==> config.mk <==
export PLATFORM = sky130hd
export DESIGN_NAME = universal_shift_register_n_flat
export DESIGN_NICKNAME = d
export VERILOG_FILES = /design/src/rtl/usr_pkg.sv /design/src/rtl/universal_shift_register_n_if.sv /design/src/rtl/usr_shift_cnt.sv /design/src/rtl/universal_shift_register_n.sv /design/src/flat_wrapper.sv
export SDC_FILE = /design/constraint.sdc
export NUM_CORES = 1
export LEC_CHECK = 0
export BUFFER_PORTS_ARGS = -buffer_cell sky130_fd_sc_hd__clkbuf_2
export CORE_MARGIN = 4
export CORE_UTILIZATION = 45
export CTS_BUF_LIST = sky130_fd_sc_hd__clkbuf_8 sky130_fd_sc_hd__clkbuf_16
export DETAILED_ROUTE_END_ITERATION = 12
export PLACE_DENSITY_LB_ADDON = 0.1
export SLEW_MARGIN = 15
export SYNTH_ARGS = -nofsm -noshare
export SYNTH_HDL_FRONTEND = slang
export SYNTH_HIERARCHICAL = 1
export SYNTH_SLANG_ARGS = --single-unit
==> constraint.sdc <==
create_clock -name clk -period 1.58 [get_ports clk]
set_input_delay 0.237 -clock clk [delete_from_list [all_inputs] [get_ports clk]]
set_output_delay 0.237 -clock clk [all_outputs]
set_load 0.02 [all_outputs]
==> src/rtl/usr_pkg.sv <==
// usr_pkg: shared types for the universal shift register
package usr_pkg;
   typedef enum logic [1:0] {MODE_HOLD, MODE_SHR, MODE_SHL, MODE_LOAD} usr_mode_t;
   typedef enum logic {ST_IDLE, ST_SHIFT} usr_state_t;
endpackage

==> src/rtl/universal_shift_register_n_if.sv <==
// universal_shift_register_n_if: command/data bus of the universal shift register
interface universal_shift_register_n_if import usr_pkg::*; #(
   parameter int WIDTH = 4,
   parameter int CNT_W = $clog2(WIDTH + 1)
);
   logic             start;
   usr_mode_t        mode;
   logic [CNT_W-1:0] cnt;
   logic             sin;
   logic             rot;
   logic [WIDTH-1:0] p_in;
   logic [WIDTH-1:0] out;
   logic             sout;
   logic             busy;
   logic             done;
   modport master (output start, mode, cnt, sin, rot, p_in, input out, sout, busy, done);
   modport slave  (input start, mode, cnt, sin, rot, p_in, output out, sout, busy, done);
endinterface

==> src/rtl/usr_shift_cnt.sv <==
// usr_shift_cnt: remaining-step down-counter, last flags one step left
module usr_shift_cnt #(
   parameter int CNT_W = 3
) (
   input  logic             clk,
   input  logic             clr,
   input  logic             load,
   input  logic             dec,
   input  logic [CNT_W-1:0] value,
   output logic             last
);
   logic [CNT_W-1:0] rem;
   // load takes priority over decrement
   always_ff @(posedge clk) rem <= clr ? '0 : load ? value : dec ? rem - CNT_W'(1) : rem;
   assign last = rem == CNT_W'(1);
endmodule

==> src/rtl/universal_shift_register_n.sv <==
// universal_shift_register_n: WIDTH-bit universal shift register with shift-by-N (optional rotate via ROTATE_EN)
module universal_shift_register_n import usr_pkg::*; #(
   parameter int WIDTH = 4,
   parameter int CNT_W = $clog2(WIDTH + 1)
) (
   input logic clk,
   input logic clr,
   universal_shift_register_n_if.slave bus
);
   usr_state_t state, nxt_state;
   logic [WIDTH-1:0] sr, nxt_sr;
   logic sout_q, nxt_sout, done_q, nxt_done, dir_q, last;
   logic accept, is_shift, multi, step, dir, rot_eff, fill;
`ifdef ROTATE_EN
   logic rot_q;
   // rotate select is latched with the direction at accept
   always_ff @(posedge clk) rot_q <= clr ? 1'b0 : (accept ? bus.rot : rot_q);
   assign rot_eff = state == ST_SHIFT ? rot_q : bus.rot;
`else
   assign rot_eff = 1'b0;
`endif
   assign accept   = state == ST_IDLE && bus.start;
   assign is_shift = bus.mode == MODE_SHR || bus.mode == MODE_SHL;
   assign multi    = accept && is_shift && bus.cnt > CNT_W'(1);
   assign step     = state == ST_SHIFT || (accept && is_shift && bus.cnt != '0);
   assign dir      = state == ST_SHIFT ? dir_q : bus.mode == MODE_SHL;
   assign fill     = rot_eff ? (dir ? sr[0] : sr[WIDTH-1]) : bus.sin;
   usr_shift_cnt #(.CNT_W(CNT_W)) u_cnt (
      .clk   (clk),
      .clr   (clr),
      .load  (multi),
      .dec   (state == ST_SHIFT),
      .value (bus.cnt - CNT_W'(1)),
      .last  (last)
   );
   // next-state, shift step and done generation
   always_comb begin
      nxt_state = state;
      nxt_sr    = sr;
      nxt_sout  = sout_q;
      nxt_done  = 1'b0;
      if (step) begin
         nxt_sr   = dir ? {fill, sr[WIDTH-1:1]} : {sr[WIDTH-2:0], fill};
         nxt_sout = dir ? sr[0] : sr[WIDTH-1];
      end else if (accept && bus.mode == MODE_LOAD) nxt_sr = bus.p_in;
      if (multi) nxt_state = ST_SHIFT;
      else if (accept) nxt_done = 1'b1;
      if (state == ST_SHIFT && last) begin
         nxt_state = ST_IDLE;
         nxt_done  = 1'b1;
      end
   end
   // state and datapath registers, reset overrides everything
   always_ff @(posedge clk) begin
      if (clr) begin
         state  <= ST_IDLE;
         sr     <= '0;
         sout_q <= 1'b0;
         done_q <= 1'b0;
         dir_q  <= 1'b0;
      end else begin
         state  <= nxt_state;
         sr     <= nxt_sr;
         sout_q <= nxt_sout;
         done_q <= nxt_done;
         dir_q  <= accept ? bus.mode == MODE_SHL : dir_q;
      end
   end
   assign bus.out  = sr;
   assign bus.sout = sout_q;
   assign bus.busy = state == ST_SHIFT;
   assign bus.done = done_q;
endmodule
==> src/flat_wrapper.sv <==
// flat-port wrapper written by rule: the top's interface ports become plain ports
module universal_shift_register_n_flat import usr_pkg::*;
#(
   parameter int WIDTH = 4,
   parameter int CNT_W = $clog2(WIDTH + 1)
)
  (clk, clr, bus_start, bus_mode, bus_cnt, bus_sin, bus_rot, bus_p_in, bus_out, bus_sout, bus_busy, bus_done);
  universal_shift_register_n_if #(.WIDTH(WIDTH), .CNT_W(CNT_W)) bus_i ();
  input logic clk;
  input logic clr;
  input wire logic [$bits(bus_i.start)-1:0] bus_start;
  input wire logic [$bits(bus_i.mode)-1:0] bus_mode;
  input wire logic [$bits(bus_i.cnt)-1:0] bus_cnt;
  input wire logic [$bits(bus_i.sin)-1:0] bus_sin;
  input wire logic [$bits(bus_i.rot)-1:0] bus_rot;
  input wire logic [$bits(bus_i.p_in)-1:0] bus_p_in;
  output wire logic [$bits(bus_i.out)-1:0] bus_out;
  output wire logic [$bits(bus_i.sout)-1:0] bus_sout;
  output wire logic [$bits(bus_i.busy)-1:0] bus_busy;
  output wire logic [$bits(bus_i.done)-1:0] bus_done;
  assign bus_i.start = bus_start;
  assign bus_i.mode = bus_mode;
  assign bus_i.cnt = bus_cnt;
  assign bus_i.sin = bus_sin;
  assign bus_i.rot = bus_rot;
  assign bus_i.p_in = bus_p_in;
  assign bus_out = bus_i.out;
  assign bus_sout = bus_i.sout;
  assign bus_busy = bus_i.busy;
  assign bus_done = bus_i.done;
  universal_shift_register_n #(.WIDTH(WIDTH), .CNT_W(CNT_W)) u_core (.clk(clk), .clr(clr), .bus(bus_i));
endmodule
# ---- Word level (Yosys, flattened, before mapping)
# Index checks and enable logic that the tools add are counted.
dict set report totals {
  wordCells 36
  input_bits 14
  regBits 11
  output_inout_bits 7
}
dict set report classes {
  n_eq_ne 4
  n_mux 10
  reduce_logical 12
  order_cmp 1
  add_sub_neg 2
  bitwise_logic 1
}
# op n
set op_table {}
lappend op_table {{$mux 4} 3}
lappend op_table {{$logic_and 1x1->1} 6}
lappend op_table {{$mux 3} 2}
lappend op_table {{$sub 3x1->3 const B} 2}
lappend op_table {{$mux 1} 5}
lappend op_table {{$eq 2x2->1 const B} 2}
lappend op_table {{$reduce_bool 2->1} 2}
lappend op_table {{$eq 3x1->1 const B} 1}
lappend op_table {{$gt 3x1->1 const B} 1}
lappend op_table {{$reduce_bool 3->1} 1}
lappend op_table {{$eq 2x1->1 const B} 1}
lappend op_table {{$logic_or 1x1->1} 2}
lappend op_table {{$reduce_or 2->1} 1}
lappend op_table {{$not 1->1} 1}

# ---- Longest topological paths before layout
# Gate-level depths: netlist of run 1.
dict set report logic_depth {
  ltp_word 6
  mapped_depth 7
  depth_no_buf 7
}

# ---- By module
# The synthesis of run 1 kept the hierarchy.
# module seq_area_each_um2 cells_per_inst instances area_each_um2
set modules_own_cells {}
lappend modules_own_cells {universal_shift_register_n 160.2 61 1 568.0}
lappend modules_own_cells {usr_shift_cnt 60.1 20 1 187.7}

# ---- Worst setup path after synthesis of run 1
# OpenSTA, ideal clock, no wires.
dict set report synth_timing {
  path_type {register to register}
  from {register u_core.state (netlist: u_core/bus.busy)}
  to {register u_core.u_cnt.rem[2]}
  t_arrival_ns 1.569
  period_less_slack_ns 1.672
  path_stages_with_launch 6
  setup_time_ns 0.103
  setup_slack_ns -0.092
  t_required_ns 1.477
  path_buffers 1
  path_cell_list {dfxtp_1 buf_2 nor2b_1 nor2b_1 and4b_1 a2111oi_2}
}
dict set report synth_via {
  elab_chain_cells 5
}
# item line_no
set synth_rtl {}
lappend synth_rtl {{start: declaration} universal_shift_register_n.sv:10} ;# usr_state_t state, nxt_state;
lappend synth_rtl {{start signal: assignment} universal_shift_register_n.sv:62} ;# state <= nxt_state;
lappend synth_rtl {{$not 1->1 *} universal_shift_register_n.sv:22} ;# assign accept = state == ST_IDLE && bus.start;
lappend synth_rtl {{$logic_and 1x1->1 *} universal_shift_register_n.sv:22}
lappend synth_rtl {{$logic_and 1x1->1 * (2 in series)} universal_shift_register_n.sv:24} ;# assign multi = accept && is_shift && bus.cnt > CNT_W'(1);
lappend synth_rtl {{via u_core.multi} universal_shift_register_n.sv:13} ;# logic accept, is_shift, multi, step, dir, rot_eff, fill;
lappend synth_rtl {{$mux 3 / $reduce_bool 2->1 (equally long branches)} -}
lappend synth_rtl {{end signal: assignment} usr_shift_cnt.sv:14} ;# always_ff @(posedge clk) rem <= clr ? '0 : load ? value : dec ? rem - CNT_W'(1) : rem;
lappend synth_rtl {{end: declaration} usr_shift_cnt.sv:12} ;# logic [CNT_W-1:0] rem;
# The timed path passes the listed nets; every way through them passes the cells marked *.
# A chain may end at the register's enable or synchronous reset.

# ---- Final worst setup path of run 1
dict set report layout_timing {
  from {input bus_mode[0]}
  to {register u_core.sr[1] (netlist: u_core/bus.out[1])}
}
dict set report layout_via {
  elab_chain_cells 6
}
# item line_no
set layout_rtl {}
lappend layout_rtl {{start: declaration} flat_wrapper.sv:12} ;# input wire logic [$bits(bus_i.mode)-1:0] bus_mode;
lappend layout_rtl {{$eq 2x1->1 / $eq 2x2->1 (equally long branches)} {universal_shift_register_n.sv:23, universal_shift_register_n.sv:26}}
lappend layout_rtl {{$logic_or 1x1->1} universal_shift_register_n.sv:23} ;# assign is_shift = bus.mode == MODE_SHR || bus.mode == MODE_SHL;
lappend layout_rtl {{$logic_and 1x1->1 (2 in series)} universal_shift_register_n.sv:25} ;# assign step = state == ST_SHIFT || (accept && is_shift && bus.cnt != '0);
lappend layout_rtl {{$logic_or 1x1->1} universal_shift_register_n.sv:25}
lappend layout_rtl {{$mux 4 / $reduce_bool 2->1 (equally long branches)} -}
lappend layout_rtl {{end signal: assignment} universal_shift_register_n.sv:63} ;# sr <= nxt_sr;
lappend layout_rtl {{end: declaration} universal_shift_register_n.sv:11} ;# logic [WIDTH-1:0] sr, nxt_sr;
# Several ways; a longest one is shown, not always the timed one.

==> flow_metrics.py, run 1 <==
metrics = {
    "route": {
        "ant_nets": 0,
        "via_count": 677,
        "routed_via_density": 5.55,
        "wl_per_cell_um": 13.1,
        "finalWirelength_um": 1590,
        "drc_errors": 0,
        "drt_first_iter_violations": 16,
        "dr.pass1.iters": 4,
    },
    "finish": {
        "finish.utilization_pct": 61.1,
        "areaGrowthSynthToFinish_pct": 24.7,
        "final_common_cell": "clkbuf_2",
        "fin_cells": 122,
        "layout_common_cells": "clkbuf_2, dfxtp_1, inv_1",
        "drive_above_1_share_pct": 30.2,
        "layout.nets": 128,
        "antennaDiodeCount": 0,
    },
    "run": {
        "max-cap-violations": 0,
    },
    "status": {
        "outcome": "finished, final reports clean",
    },
    "timing": {
        "slew-limit-headroom_pct": 60.7,
        "period_share_pct": 89.3,
        "setup_viol": 0,
        "finalWorstSetupSlack_ns": 0.169,
        "fmax_ghz": 0.709,
        "rsz0062_at_grt": "false",
        "holdWs_ns": 0.347,
        "fin_crit_ns": 1.41,
        "finalMaxSlewViolations": 0,
        "worst_clock_skew_ns": 0.00181,
        "finalHoldViolations": 0,
        "worst_slew_pin_slew_ns": 0.575,
    },
    "setup_path": {
        "critPathMaxFanout": 6,
        "crit_path_end_kind": "register",
        "crit_type": "input port to register",
        "crit_start": "bus_mode[0]",
        "endpoint": "u_core/bus.out[1]",
        "startpoint_type": "input port",
        "worst-endpoint-required_ns": 1.67,
        "r2r_slack_ns": 0.27,
        "worstRegToRegCells": 4,
        "r2r_end": "u_core/u_cnt/rem[2]",
        "arrival_ns": 1.50,
        "r2r-start": "u_core/bus.busy",
    },
    "logic_synthesis": {
        "synth.distinct_cells": 27,
        "syn_nets": 102,
        "synth_compound_area_share_pct": 25.3,
        "synthCells": 81,
        "synth.avg_cell_area_sq_um": 9.33,
        "synth_top_family_by_area": "compound AO/OA/AOI/OAI gates",
        "synth_top_area_share_pct": 29.1,
        "synth_fa_ha_area_share_pct": 11.6,
        "synthSimpleGateAreaFrac_pct": 14.4,
        "synthTopCellsByArea": "dfxtp_1, ha_1, mux2i_1",
        "yosys.area_share.xor_xnor_pct": 2.32,
        "ys_ff_latch": 11,
        "ys_seq_area_share_pct": 29.1,
        "muxShareOfSynthArea_pct": 10.9,
        "synth.cell_area_sq_um": 756,
        "yosysWarnings": 6,
        "yosys.area.top_type": "dfxtp_1",
    },
    "global_routing": {
        "grtUsageTotal_pct": 13.9,
        "grt_pass1_vias": 622,
        "grt_first_pass_wirelength_um": 2730,
        "grt_antenna_before_repair": 0,
        "grt_overflow_total": 0,
        "grt_max_degree": 16,
    },
    "worst_hold_path": {
        "hold_class": "input port to register",
    },
    "clocking": {
        "cts_tree": "done",
        "post_cts_resized": 0,
        "post_cts.repair.setup_buffers": 0,
        "cts_buffers": 3,
        "cts_root_buffer": "clkbuf_8",
        "htree_num_levels": 1,
        "cts_sinks": 11,
        "postCtsHoldBufs": 0,
        "clk_pin_slew_ns": 0.05,
        "clk_latency_ns": 0.24,
        "cts_buffer_depth": 2,
    },
    "pwr": {
        "ir_drop_mv": 0.585,
        "leakage_uw": 0.000468,
        "powerDensity_nw_per_um2": 943,
    },
    "die": {
        "die_h_um": 49.0,
        "design.core.area_sq_um": 1540,
        "die_w_um": 49.0,
        "start_util_pct": 49.0,
        "pin_count": 21,
        "num_rows": 14,
        "die_area_sq_um": 2400,
    },
    "placement": {
        "place_ws_ns": -0.0327,
        "dp_hpwl_um": 1230,
        "place_inst": 118,
        "port_buffers": 19,
        "gp_congestion": 0.744,
    },
}
[how the worst min path moves through the flow]
stage | start | endpoint | slack, ns | depth (start not counted)
6_report | bus_cnt[2] | u_core/u_cnt/rem[2] | 0.35 | 4
5_1_grt | bus_cnt[2] | u_core/u_cnt/rem[2] | 0.35 | 4
4_1_cts | bus_cnt[2] | u_core/u_cnt/rem[2] | 0.35 | 4
3_5_place_dp | u_core/u_cnt/rem[1] | u_core/u_cnt/rem[1] | 0.52 | 2
3_3_place_gp | u_core/u_cnt/rem[1] | u_core/u_cnt/rem[1] | 0.51 | 2
2_1_floorplan | clr | u_core/u_cnt/rem[0] | 0.31 | 1
[cell type report]
class                           count  area [sq um]
Sequential cell                    11           220
Inverter                            9          33.8
Tap cell                           16          20.0
Fill cell                         142           599
Multi-Input combinational cell     58           490
Clock buffer                        3          41.3
Clock inverter                      1          3.75
Timing Repair Buffer               24           133
[per-layer routing]
layer	global-route usage (%)	wire length (um)	part of all wire (%)	up-vias
met4	2.69	0	0	0
met1	19.1	778	49	301
met5	0	0	0	-
li1	-	-	-	347
met2	21.1	671	42	29
met3	4.89	144	9.0	0
[cell families after synthesis]
kind of cell,after synthesis
AOI/OAI and AO/OA,23
xor gates and xnor gates,2
adders and majority gates,7
buffers and inverters,12
DFF,11
muxes,7
and+or+nand+nor,19
[state kept, by name (all words and copies together), names as in the netlist]
register	count
u_core/bus.out	4
u_core/u_cnt/rem	3
u_core/bus.busy	1
u_core/bus.done	1
u_core/bus.sout	1
u_core/dir_q	1
[cells in the mapped netlist (all sizes together)]
cell type  instances
inv                9
a2111oi            5
and2               1
dfxtp             11
nand3b             1
ha                 7
buf                2
clkbuf             1
a21boi             4
o32ai              1
nor2b              5
and3               4
o21bai             1
a31o               1
xnor2              1
nor2               4
xor2               1
nand2b             1
a211oi             8
nand2              2
a21o               1
and4b              1
mux2i              7
o41ai              1
o21ba              1
[critical path, cell delays in order]
cell       delay, ns
clkbuf_2        0.09
inv_1           0.04
ha_1            0.28
nor2b_1         0.05
buf_4           0.15
a2111oi_0       0.54
a211oi_1        0.11
[through the flow]
| step | instance area, sq um | power [uW] | TNS (ns) |
|---|---|---|---|
| 2_1_floorplan | 758 | 529 | 0 |
| 3_3_place_gp | 897 | 612 | 0 |
| 3_5_place_dp | 897 | 617 | -0.0339 |
| 4_1_cts | 942 | 899 | 0 |
| 5_1_grt | 942 | 956 | 0 |
| 6_report | 942 | 888 | 0 |
[power breakdown]
group          switching, uW  internal (uW)
Combinational            146            124
Sequential              30.6            314
Clock                    103            170
Total                    279            609
No activity file was read; power rests on OpenSTA's default activity.
==> inputs of run 2 (changes only) <==
--- a/config.mk
+++ b/config.mk
@@ -7,10 +7,11 @@
 export LEC_CHECK = 0
 export BUFFER_PORTS_ARGS = -buffer_cell sky130_fd_sc_hd__clkbuf_2
 export CORE_MARGIN = 4
-export CORE_UTILIZATION = 45
+export CORE_UTILIZATION = 48
 export CTS_BUF_LIST = sky130_fd_sc_hd__clkbuf_8 sky130_fd_sc_hd__clkbuf_16
 export DETAILED_ROUTE_END_ITERATION = 12
 export PLACE_DENSITY_LB_ADDON = 0.1
+export RECOVER_POWER = 50
 export SLEW_MARGIN = 15
 export SYNTH_ARGS = -nofsm -noshare
 export SYNTH_HDL_FRONTEND = slang
==> constraint.sdc (replaced) <==
create_clock -name clk -period 1.3 [get_ports clk]
set_input_delay 0.195 -clock clk [delete_from_list [all_inputs] [get_ports clk]]
set_output_delay 0.195 -clock clk [all_outputs]
set_load 0.02 [all_outputs]
==> run 2 against run 1 <==
Effect of this change:
- count of clock-buffer cells in the layout is the same
- sequential power grew 23%
- final area grew 13%
- die area shrank 5.2%
- global-route usage grew 1.2 points
- non-clock buffer count grew 8
- largest cell class unchanged
- highest routed layer is now met4
==> flow_metrics.py, run 2 (synthesis gave the netlist of run 1 again) <==
metrics = {
    "setup_path": {
        "worstRegToRegCells": 3,
        "r2r-start": "u_core/bus.busy",
        "r2r_end": "u_core/bus.out[3]",
        "path_cells": "clkbuf_2 -> inv_2 -> ha_2 -> o21ba_4 -> o21bai_4 -> nor2b_4 -> buf_4 -> buf_4 -> a2111oi_4",
        "crit_type": "input port to register",
        "crit_path_end_kind": "register",
        "r2r_slack_ns": 0.05,
        "startpoint_type": "input port",
        "crit_top_cell": "buf_4",
        "critPathMaxStageDelay_ns": 0.26,
        "arrival_ns": 1.42,
        "critPathMaxFanout": 3,
        "slowest_stage": "a2111oi_4",
        "worst-endpoint-required_ns": 1.44,
    },
    "placement": {
        "port_buffers": 19,
        "dpl_cell_area_sq_um": 961,
        "place_inst": 122,
        "dp_hpwl_um": 1280,
        "gp_congestion": 0.816,
    },
    "clocking": {
        "cts_buffer_depth": 2,
        "cts_tree": "done",
        "clk_latency_ns": 0.23,
        "cts_sinks": 11,
        "clk_pin_slew_ns": 0.05,
        "cts_root_buffer": "clkbuf_8",
        "cts_buffers": 3,
        "htree_num_levels": 1,
    },
    "timing": {
        "fmax_ghz": 0.781,
        "period_share_pct": 98.5,
        "setup_viol": 0,
        "holdWs_ns": 0.360,
        "fin_crit_ns": 1.28,
        "rsz0062_at_grt": "true",
        "worst_clock_skew_ns": 0.000851,
        "finalHoldViolations": 0,
        "finalMaxSlewViolations": 0,
        "slew-limit-headroom_pct": 69.6,
        "worst_slew_pin_slew_ns": 0.455,
    },
    "die": {
        "num_rows": 14,
        "pin_count": 21,
        "die_w_um": 47.7,
        "design.core.area_sq_um": 1490,
        "start_util_pct": 50.8,
        "die_h_um": 47.7,
        "die_area_sq_um": 2270,
    },
    "route": {
        "routed_via_density": 5.52,
        "drc_errors": 0,
        "ant_nets": 0,
        "dr.pass1.iters": 4,
        "via_count": 717,
        "drt_first_iter_violations": 18,
        "finalWirelength_um": 1700,
        "wl_per_cell_um": 13.1,
    },
    "global_routing": {
        "grt_pass1_vias": 569,
        "grt_overflow_total": 0,
        "grt_max_degree": 14,
        "grt_first_pass_wirelength_um": 2390,
        "grtUsageTotal_pct": 15.2,
        "grt_antenna_before_repair": 0,
    },
    "finish": {
        "areaGrowthSynthToFinish_pct": 40.7,
        "fin_cells": 130,
        "layout.nets": 136,
        "layout_common_cells": "clkbuf_2, buf_4, dfxtp_1",
        "antennaDiodeCount": 0,
        "fin_area_sq_um": 1060,
        "largest_reg_flops": 4,
        "drive_above_1_share_pct": 36.8,
    },
    "pwr": {
        "powerDensity_nw_per_um2": 1070,
        "ir_drop_mv": 0.786,
        "leakage_uw": 0.000509,
        "total_power_uw": 1140,
    },
    "worst_hold_path": {
        "hold_class": "input port to register",
        "min_to": "u_core/bus.out[3]",
        "holdPathStages": 2,
        "holdCritStartpoint": "clr",
    },
    "run": {
        "max-cap-violations": 0,
    },
    "status": {
        "outcome": "finished, final reports clean",
    },
}
-- run 2: cell types whose count changed in the layout (fill, tap and decap cells not counted), sizes merged --
cell | before | now
buf | 5 | 13
-- run 2: worst max-delay path by stage --
stage / startpoint / to / slack [ns]
2_1_floorplan: bus_cnt[1] / u_core/u_cnt/rem[2] / -0.05
5_1_grt: bus_cnt[1] / u_core/u_cnt/rem[2] / -0.04
3_3_place_gp: bus_mode[0] / u_core/bus.out[1] / -0.14
3_5_place_dp: bus_cnt[1] / u_core/u_cnt/rem[2] / -0.19
6_report: bus_cnt[1] / u_core/u_cnt/rem[2] / 0.02
4_1_cts: bus_cnt[1] / u_core/u_cnt/rem[2] / 0.05
-- run 2: layer usage --
| metal | track usage [%] | up-vias | part of all wire, % |
|---|---|---|---|
| met5 | 0 | - | 0 |
| met4 | 6.45 | 0 | 0.70 |
| met3 | 4.51 | 2 | 5.7 |
| met2 | 21.6 | 22 | 47 |
| met1 | 21.0 | 331 | 46 |
| li1 | - | 362 | - |
-- run 2: what timing repair did --
action | 4_1_cts | 5_1_grt
buffers inserted | 0 | 4
gates resized for setup | 0 | 8
setup endpoints to repair | 0 | 6
hold buffers | 0 | 0
-- run 2: per-stage QoR --
step / setup slack [ns] / utilization, % / TNS (ns)
after CTS: 0.0520 / 67.6 / 0
after detailed placement: -0.193 / 64.5 / -1.01
after floorplan: -0.0455 / - / -0.0455
after global routing: -0.0351 / 71.4 / -0.0351
final: 0.0196 / 71.4 / 0
after global placement: -0.143 / 64.5 / -0.873
-- run 2: layout make-up --
class | count | area [sq um]
clock inverters | 1 | 3.75
flip-flops and latches | 11 | 224
well taps | 16 | 20.0
repair buffers | 32 | 185
inverters | 9 | 33.8
multi-input cells | 58 | 556
fillers | 112 | 425
clock buffers | 3 | 41.3
-- run 2: worst max-delay path: cells and delay by family --
| family | cells | cell delay (ns) |
|---|---|---|
| buffers and inverters | 4 | 0.42 |
| adder cells (fa/ha/maj) | 1 | 0.15 |
| AO/OA/AOI/OAI | 3 | 0.58 |
| AND/OR/NAND/NOR | 1 | 0.06 |
-- run 2: power breakdown --
group	internal, uW	total, uW	leakage (uW)	switching, uW
registers	382	424	0.0000914	42.1
logic	191	392	0.000391	202
clock network	207	326	0.0000269	120
==> inputs of run 3 (changes only) <==
--- a/config.mk
+++ b/config.mk
@@ -7,7 +7,7 @@
 export LEC_CHECK = 0
 export BUFFER_PORTS_ARGS = -buffer_cell sky130_fd_sc_hd__clkbuf_2
 export CORE_MARGIN = 4
-export CORE_UTILIZATION = 48
+export CORE_UTILIZATION = 50
 export CTS_BUF_LIST = sky130_fd_sc_hd__clkbuf_8 sky130_fd_sc_hd__clkbuf_16
 export DETAILED_ROUTE_END_ITERATION = 12
 export PLACE_DENSITY_LB_ADDON = 0.1
==> run 3 against run 2 <==
Effect of this change:
- routed wire length increased by 7.4%
- hold slack got worse by 0.041 ns
- utilization increased by 5.3 points
- global-route usage increased by 2.4 points
- largest cell class unchanged
- clock skew increased by 0.00073 ns
- maximum frequency about the same
- combinational power decreased by 1%
- highest routed layer is now met3
- register-to-register slack about the same
- critical endpoint unchanged
- final cell count decreased by 3.1%
==> flow_metrics.py, run 3 (synthesis gave the netlist of run 1 again) <==
metrics = {
    "status": {
        "outcome": "finished, final reports clean",
    },
    "finish": {
        "antennaDiodeCount": 0,
        "multi_input_area_sq_um": 558,
        "final_common_cell": "clkbuf_2",
        "drive_above_1_share_pct": 34.2,
        "layout_common_cells": "clkbuf_2, buf_4, dfxtp_1",
        "finish.utilization_pct": 76.7,
        "fin_area_sq_um": 1050,
        "areaGrowthSynthToFinish_pct": 38.7,
        "layout.nets": 133,
        "fill_cells": 105,
        "largest_reg_flops": 4,
        "final-seq-area_sq_um": 224,
    },
    "global_routing": {
        "grtUsageTotal_pct": 17.6,
        "grt_max_degree": 16,
        "grt_overflow_total": 0,
        "grt_first_pass_wirelength_um": 2710,
        "grt_antenna_before_repair": 0,
        "grt_pass1_vias": 633,
    },
    "die": {
        "start_util_pct": 55.3,
        "die_h_um": 46.9,
        "pin_count": 21,
        "num_rows": 13,
        "die_w_um": 46.9,
        "die_area_sq_um": 2200,
        "design.core.area_sq_um": 1370,
    },
    "route": {
        "drt_first_iter_violations": 15,
        "dr_wl_met3_um": 115,
        "wl_per_cell_um": 14.5,
        "drc_errors": 0,
        "via_count": 698,
        "routed_via_density": 5.54,
        "wl_met1_um": 899,
        "wl_met2_um": 815,
        "ant_nets": 0,
        "dr.pass1.iters": 4,
        "highest_layer": "met3",
        "finalWirelength_um": 1830,
    },
    "placement": {
        "place_ws_ns": -0.185,
        "dpl_cell_area_sq_um": 960,
        "port_buffers": 19,
        "dp_hpwl_um": 1320,
        "gp_congestion": 0.698,
    },
    "timing": {
        "worst_slew_pin_slew_ns": 0.417,
        "tns_ns": 0,
        "fmax_ghz": 0.782,
        "setup_viol": 0,
        "period_share_pct": 98.4,
        "fin_crit_ns": 1.28,
        "slew-limit-headroom_pct": 72.1,
        "finalHoldViolations": 0,
        "worst_clock_skew_ns": 0.00158,
        "finalWorstSetupSlack_ns": 0.0208,
        "finalMaxSlewViolations": 0,
        "rsz0062_at_grt": "true",
    },
    "clocking": {
        "cts_buffer_depth": 2,
        "cts_buffers": 3,
        "htree_num_levels": 1,
        "cts_sinks": 11,
        "cts_tree": "done",
        "clk_latency_ns": 0.23,
        "clk_pin_slew_ns": 0.05,
        "cts_root_buffer": "clkbuf_8",
        "postCtsHoldBufs": 0,
    },
    "setup_path": {
        "startpoint_type": "input port",
        "crit_type": "input port to register",
        "crit_buf_inv": 2,
        "crit_path_end_kind": "register",
        "critPathTopFamily": "compound AO/OA/AOI/OAI gates",
        "slowest_stage": "a2111oi_4",
        "r2r_slack_ns": 0.04,
        "critPathMaxStageDelay_ns": 0.26,
        "worst-endpoint-required_ns": 1.44,
        "arrival_ns": 1.42,
        "path_cells": "buf_6 -> inv_2 -> ha_2 -> o21ba_4 -> o21bai_4 -> nor2b_4 -> and4b_1 -> a2111oi_4",
        "critPathMaxFanout": 4,
    },
    "run": {
        "max-cap-violations": 0,
    },
    "pwr": {
        "powerDensity_nw_per_um2": 1090,
        "leakage_uw": 0.000491,
        "total_power_uw": 1140,
        "ir_drop_mv": 0.716,
    },
    "worst_hold_path": {
        "hold_class": "input port to register",
    },
}
-- run 3: cell count changes in the layout (fill, tap and decap cells not counted), sizes merged --
cell    before  now
clkbuf      22   21
buf         13   11
-- run 3: worst register-to-register path, stage by stage (launching register included) --
cell and delay (ns):
dfxtp_4 0.36, nor2b_4 0.12, nor2b_4 0.19, and4b_1 0.24, a2111oi_4 0.26
-- run 3: through the flow --
stage	hold WS [ns]	cells
floorplan	0.268	81
global placement	0.511	121
detailed placement	0.515	121
CTS	0.316	125
global route	0.361	126
finish	0.319	126
-- run 3: per-layer routing --
metal  global-route usage [%]  vias to the layer above
met5                        0                        -
met4                     3.87                        0
met1                     23.7                      319
li1                         -                      357
met2                     26.3                       22
met3                     7.28                        0
-- run 3: layout make-up --
| cell class | count | area share, % |
|---|---|---|
| clock buffers | 3 | 3.94 |
| repair buffers | 29 | 16.1 |
| inverters | 9 | 3.22 |
| flip-flops and latches | 11 | 21.4 |
| multi-input cells | 58 | 53.2 |
| well taps | 15 | 1.79 |
| clock inverters | 1 | 0.358 |
-- run 3: power breakdown --
| part | total, uW | switching (uW) | internal [uW] | leakage [uW] |
|---|---|---|---|---|
| Combinational | 388 | 204 | 185 | 0.000372 |
| Sequential | 421 | 38.6 | 382 | 0.0000914 |
| Clock | 333 | 126 | 207 | 0.0000269 |
| Total | 1140 | 368 | 774 | 0.000491 |
-- run 3: what timing repair did --
action	CTS	global route
hold endpoints to repair	0	0
gates resized for setup	0	10
buffers inserted	0	1
endpoints found under the setup margin	0	6
-- run 3: path summary, 6_finish.rpt --
kind	startpoint	endpoint	cells past startpoint
setup reg to reg	u_core/bus.busy	u_core/u_cnt/rem[2]	4
hold / removal	bus_sin	u_core/bus.out[3]	3
hold reg to reg	u_core/u_cnt/rem[1]	u_core/u_cnt/rem[1]	2
setup / recovery	bus_cnt[1]	u_core/u_cnt/rem[2]	8
